<file path="config.mk">
export PLATFORM = sky130hd
export DESIGN_NAME = pipe_skid_reg
export DESIGN_NICKNAME = d
export VERILOG_FILES = /design/src/rtl/pipe_pkg.sv /design/src/rtl/sat_counter.sv /design/src/rtl/pipe_skid_reg.sv
export SDC_FILE = /design/constraint.sdc
export NUM_CORES = 1
export LEC_CHECK = 0
export ABC_AREA = 0
export CORE_ASPECT_RATIO = 0.5
export CORE_MARGIN = 4
export CORE_UTILIZATION = 53
export CTS_CLUSTER_DIAMETER = 150
export DETAILED_ROUTE_END_ITERATION = 10
export PLACE_DENSITY = 0.94
export SYNTH_ARGS = -nofsm -noshare
export SYNTH_HDL_FRONTEND = slang
export SYNTH_SLANG_ARGS = --single-unit
export TNS_END_PERCENT = 30
</file>
<file path="constraint.sdc">
create_clock -name clk -period 5.7 [get_ports clk]
set_input_delay 1.14 -clock clk [delete_from_list [all_inputs] [get_ports clk]]
set_output_delay 1.14 -clock clk [all_outputs]
set_load 0.02 [all_outputs]
</file>
<file path="src/rtl/pipe_pkg.sv">
// Shared types for elastic pipeline-stage registers.
package pipe_pkg;

    // Occupancy of a pipeline-stage register; encoding doubles as the entry count.
    typedef enum logic [1:0] {
        OCC_EMPTY = 2'd0,
        OCC_ONE   = 2'd1,
        OCC_TWO   = 2'd2
    } occ_e;

    // EX/MEM control bundle carried in the ctrl field.
    typedef struct packed {
        logic       reg_write;
        logic [1:0] result_src;
        logic       mem_write;
    } ex_mem_ctrl_t;

    // EX/MEM data bundle for users that pack the full stage payload into the data field.
    typedef struct packed {
        logic [31:0] alu_result;
        logic [31:0] write_data;
        logic [31:0] pc_plus4;
        logic [4:0]  rd;
        logic [2:0]  funct3;
    } ex_mem_data_t;

    localparam int unsigned EX_MEM_CTRL_W = $bits(ex_mem_ctrl_t);
    localparam int unsigned EX_MEM_DATA_W = $bits(ex_mem_data_t);

endpackage

</file>
<file path="src/rtl/sat_counter.sv">
// Saturating up-counter with asynchronous active-high reset.
module sat_counter #(
    parameter int unsigned W = 16
) (
    input  logic         clk,
    input  logic         rst,
    input  logic         inc,
    output logic [W-1:0] count
);

    localparam logic [W-1:0] CntMax = {W{1'b1}};
    localparam logic [W-1:0] CntOne = {{(W-1){1'b0}}, 1'b1};

    // Count up on inc, sticking at the all-ones value.
    always_ff @(posedge clk or posedge rst) begin
        if (rst) begin
            count <= '0;
        end else if (inc && (count != CntMax)) begin
            count <= count + CntOne;
        end
    end

endmodule

</file>
<file path="src/rtl/pipe_skid_reg.sv">
// Elastic pipeline-stage register with optional 2-entry skid buffer and stall counter.
module pipe_skid_reg
    import pipe_pkg::*;
#(
    parameter int unsigned DATA_W = 32,
    parameter int unsigned CTRL_W = 4,
    parameter int unsigned SKID   = 1,
    parameter int unsigned CNT_W  = 16
) (
    input  logic              clk,
    input  logic              rst,
    input  logic              flush,
    input  logic              in_valid,
    output logic              in_ready,
    input  logic [DATA_W-1:0] in_data,
    input  logic [CTRL_W-1:0] in_ctrl,
    output logic              out_valid,
    input  logic              out_ready,
    output logic [DATA_W-1:0] out_data,
    output logic [CTRL_W-1:0] out_ctrl,
    output logic [1:0]        occupancy,
    output logic [CNT_W-1:0]  stall_cnt
);

    occ_e              state_q, state_d;
    logic [DATA_W-1:0] main_data_q;
    logic [CTRL_W-1:0] main_ctrl_q;
    logic [DATA_W-1:0] skid_data;
    logic [CTRL_W-1:0] skid_ctrl;
    logic              in_xfer, out_xfer;
    logic              load_main_in, load_main_skid, load_skid;

    assign out_valid = (state_q != OCC_EMPTY);
    assign in_xfer   = in_valid & in_ready;
    assign out_xfer  = out_valid & out_ready;

    // Next occupancy and entry-load strobes; flush overrides everything and drops any in beat.
    always_comb begin
        state_d        = state_q;
        load_main_in   = 1'b0;
        load_main_skid = 1'b0;
        load_skid      = 1'b0;
        if (flush) begin
            state_d = OCC_EMPTY;
        end else begin
            case (state_q)
                OCC_EMPTY: begin
                    if (in_xfer) begin
                        state_d      = OCC_ONE;
                        load_main_in = 1'b1;
                    end
                end
                OCC_ONE: begin
                    if (in_xfer && out_xfer) begin
                        load_main_in = 1'b1;
                    end else if (in_xfer && (SKID != 0)) begin
                        state_d   = OCC_TWO;
                        load_skid = 1'b1;
                    end else if (out_xfer) begin
                        state_d = OCC_EMPTY;
                    end
                end
                OCC_TWO: begin
                    if (out_xfer) begin
                        state_d        = OCC_ONE;
                        load_main_skid = 1'b1;
                    end
                end
                default: state_d = OCC_EMPTY;
            endcase
        end
    end

    // Occupancy state and head entry; data is kept across bubbles, only reset clears it.
    always_ff @(posedge clk or posedge rst) begin
        if (rst) begin
            state_q     <= OCC_EMPTY;
            main_data_q <= '0;
            main_ctrl_q <= '0;
        end else begin
            state_q <= state_d;
            if (load_main_in) begin
                main_data_q <= in_data;
                main_ctrl_q <= in_ctrl;
            end else if (load_main_skid) begin
                main_data_q <= skid_data;
                main_ctrl_q <= skid_ctrl;
            end
        end
    end

    if (SKID != 0) begin : g_skid
        logic [DATA_W-1:0] skid_data_q;
        logic [CTRL_W-1:0] skid_ctrl_q;
        logic              in_ready_q;

        // Skid entry and registered ready, so upstream never sees out_ready combinationally.
        always_ff @(posedge clk or posedge rst) begin
            if (rst) begin
                skid_data_q <= '0;
                skid_ctrl_q <= '0;
                in_ready_q  <= 1'b1;
            end else begin
                in_ready_q <= (state_d != OCC_TWO);
                if (load_skid) begin
                    skid_data_q <= in_data;
                    skid_ctrl_q <= in_ctrl;
                end
            end
        end

        assign skid_data = skid_data_q;
        assign skid_ctrl = skid_ctrl_q;
        assign in_ready  = in_ready_q;
    end else begin : g_no_skid
        logic unused_load_skid;

        assign unused_load_skid = load_skid;
        assign skid_data        = '0;
        assign skid_ctrl        = '0;
        // Single entry: can take a beat when empty or when the head leaves this cycle.
        assign in_ready         = (state_q == OCC_EMPTY) | out_ready;
    end

    // Bubbles must never carry live control into later stages.
    assign out_ctrl  = out_valid ? main_ctrl_q : '0;
    assign out_data  = main_data_q;
    assign occupancy = state_q;

    sat_counter #(
        .W(CNT_W)
    ) u_stall_cnt (
        .clk  (clk),
        .rst  (rst),
        .inc  (out_valid & ~out_ready),
        .count(stall_cnt)
    );

endmodule

</file>
==> flow_summary.json <==
{
  "clock_sinks": 91,
  "clock_latency_ns": 0.33,
  "rows": 22,
  "drive_above_1_share_pct": 13.7,
  "rsz0062_at_grt": "no",
  "power_density_nw_per_um2": 368,
  "grt_pass1_wl_mm": 14.5,
  "routabilityCongestion": 0.767,
  "die_w_um": 131,
  "status": "finished clean",
  "cp_slowest_stage_delay_ns": 0.57,
  "syn-cell-area_um2": 3980,
  "htreeDepth": 3,
  "cts_buffers": 9,
  "via_count": 2788,
  "crit_path_end_kind": "output pin",
  "clock-skew-final_ns": 0.00473,
  "post-cts-setup-buffers": 0,
  "synth_cells": 325,
  "cp_max_fo": 7,
  "critPathArrivalTime_ns": 1.94,
  "hpwl_mm": 5.61,
  "ctsLongestPathBuffers": 2,
  "ctsHoldBuffers": 0,
  "die_y_um": 69.3,
  "multi_input_area_um2": 1570,
  "rr_startpoint": "occupancy[1]$_DFF_PP0_",
  "synth_warnings": 0,
  "crit_start": "occupancy[1]$_DFF_PP0_",
  "drt_iter0_markers": 243,
  "layout_common_cells": "clkdlybuf4s50_1, dfrtp_1, nand2_1, mux2_2, mux2i_1",
  "final_nets": 460,
  "routed_wl_mm": 8.80,
  "grt.overflow.total": 0,
  "antenna_left": 0,
  "crit_required_ns": 4.56,
  "yosysSeqAreaShare_pct": 57.2,
  "areaGrowthSynthToFinish_pct": 32.2,
  "ir_drop_mv": 0.205,
  "slew-limit-headroom_pct": 24.3,
  "hold_class": "register to register",
  "initial_utilization_pct": 54.4,
  "clk_pin_slew_ns": 0.06,
  "p_leak_uw": 0.00221,
  "grt_antenna_before_repair": 0,
  "syn_avg_cell_area_um2": 12.3,
  "slowest_stage": "clkdlybuf4s50_1",
  "maxSlewViolCount": 0,
  "crit_path_cell_trace": "nor2_1 > nor2b_1 > clkdlybuf4s50_1",
  "drtPass1Iterations": 4,
  "synthesis.nets": 367,
  "grt_max_degree": 73,
  "period_minus_slack_ns": 3.08,
  "layout_commonest_cell": "clkdlybuf4s50_1",
  "insertedDiodeCount": 0,
  "wl_per_cell_um": 17.0,
  "setup-tns-final_ns": 0,
  "first_global_vias": 2907,
  "seqCellArea_um2": 2280,
  "die_area_um2": 9050,
  "critical_path_class": "register to output pin",
  "portBuffers": 96,
  "ios": 97,
  "final_hold_viol_count": 0,
  "postCtsResizedCells": 0,
  "cts_tree": "done",
  "cts_root_buffer": "clkbuf_16",
  "holdCritStartpoint": "g_skid.skid_data_q[21]$_DFFE_PP0P_",
  "synth-seq-cells": 91,
  "core-area_um2": 7320,
  "drc": 0,
  "cp-start-kind": "register",
  "synth_cell_types": 33,
  "setup_viol": 0,
  "timing.hold.ws_ns": 0.504,
  "vias_per_cell": 5.37,
  "grt.total_usage_pct": 20.4,
  "final.period_utilization_pct": 54.1,
  "fillers": 488,
  "maxClockFrequency_mhz": 324,
  "maxCapViolCount": 0,
  "tightest_slew_ns": 1.14
}
-- cells by family after synthesis --
logic type	after synthesis	share of synthesized area, %
AOI/OAI and AO/OA	40	5.24
buffers and inverters	19	3.42
and+or+nand+nor	85	10.8
muxes	73	19.5
adders and majority gates	1	0.314
xor gates and xnor gates	16	3.52
DFF	91	57.2
-- critical path: cells and delay by family (launching register included) --
kind          cells  cell delay, ns
simple gates      2            0.57
buf+inv           1            0.57
flops             1            0.47
-- report_power, final --
| group | switching, µW | leakage, µW | internal [µW] | total (µW) |
|---|---|---|---|---|
| Sequential | 94.4 | 0.00114 | 789 | 883 |
| Combinational | 209 | 0.000920 | 238 | 447 |
| Clock | 229 | 0.000150 | 376 | 605 |
-- layout make-up --
cell class	count	share of cell area [%]
Multi-Input combinational cell	215	29.8
Clock buffer	15	5.28
Tap cell	96	2.28
Clock inverter	1	0.570
Sequential cell	91	43.3
Inverter	3	0.238
Timing Repair Buffer	98	18.5
-- Yosys cell counts --
master / number / area, µm²
dfrtp_1: 90 / 2250
nand2_1: 41 / 154
mux2_2: 37 / 417
mux2i_1: 36 / 360
o21ai_1: 32 / 160
xor2_1: 13 / 114
clkbuf_1: 8 / 30.0
nand3_1: 7 / 35.0
nor2_1: 6 / 22.5
nor4_1: 6 / 37.5
nor2b_1: 5 / 31.3
o21ai_0: 5 / 25.0
buf_6: 4 / 45.0
nand4_1: 4 / 25.0
nor3_1: 4 / 20.0
and3_1: 3 / 18.8
buf_8: 3 / 45.0
inv_1: 3 / 11.3
xnor2_1: 3 / 26.3
nor3b_1: 2 / 15.0
a211oi_1: 1 / 7.51
a2bb2oi_1: 1 / 8.76
and2b_1: 1 / 7.51
and3b_1: 1 / 8.76
and4_1: 1 / 8.76
buf_2: 1 / 5.00
dfstp_2: 1 / 26.3
ha_1: 1 / 12.5
nand2_2: 1 / 6.26
nor4_2: 1 / 12.5
nor4_4: 1 / 21.3
o21bai_1: 1 / 7.51
or3_1: 1 / 6.26
-- stage by stage --
step	instance area [µm²]	cells	util (%)	total power, µW	worst slack (ns)
2_1_floorplan	3980	325	-	1120	2.20
3_3_place_gp	4960	503	67.7	1310	2.48
3_5_place_dp	4960	503	67.7	1340	2.44
4_1_cts	5270	519	71.9	1950	2.59
5_1_grt	5270	519	71.9	2020	2.56
6_report	5270	519	71.9	1940	2.62
-- path summary, 6_finish.rpt --
check,endpoint,slack [ns],depth (start not counted)
setup reg to reg,out_data[27]$_DFFE_PP0P_,3.40,4
min in group asynchronous,g_skid.skid_data_q[17]$_DFFE_PP0P_,1.18,2
hold / removal,g_skid.skid_data_q[21]$_DFFE_PP0P_,0.50,1
max in group asynchronous,u_stall_cnt.count[12]$_DFFE_PP0P_,3.39,3
setup / recovery,out_ctrl[2],2.62,3
hold reg to reg,g_skid.skid_data_q[21]$_DFFE_PP0P_,0.50,1
-- flip-flops by register name, indices dropped and copies added, names as in the netlist --
name,cells
in_ready,1
u_stall_cnt.count,16
g_skid.skid_data_q,32
occupancy,2
main_ctrl_q,4
out_data,32
g_skid.skid_ctrl_q,4
-- per-layer routing --
metal | vias up | part of all wire (%) | GRT usage (%)
li1 | 1324 | - | -
met1 | 1380 | 43 | 24.9
met3 | 20 | 3.8 | 6.54
met2 | 64 | 51 | 34.4
met4 | 0 | 2.5 | 6.73
met5 | - | 0 | 0
Note: power is estimated with default switching activity, not from simulation.
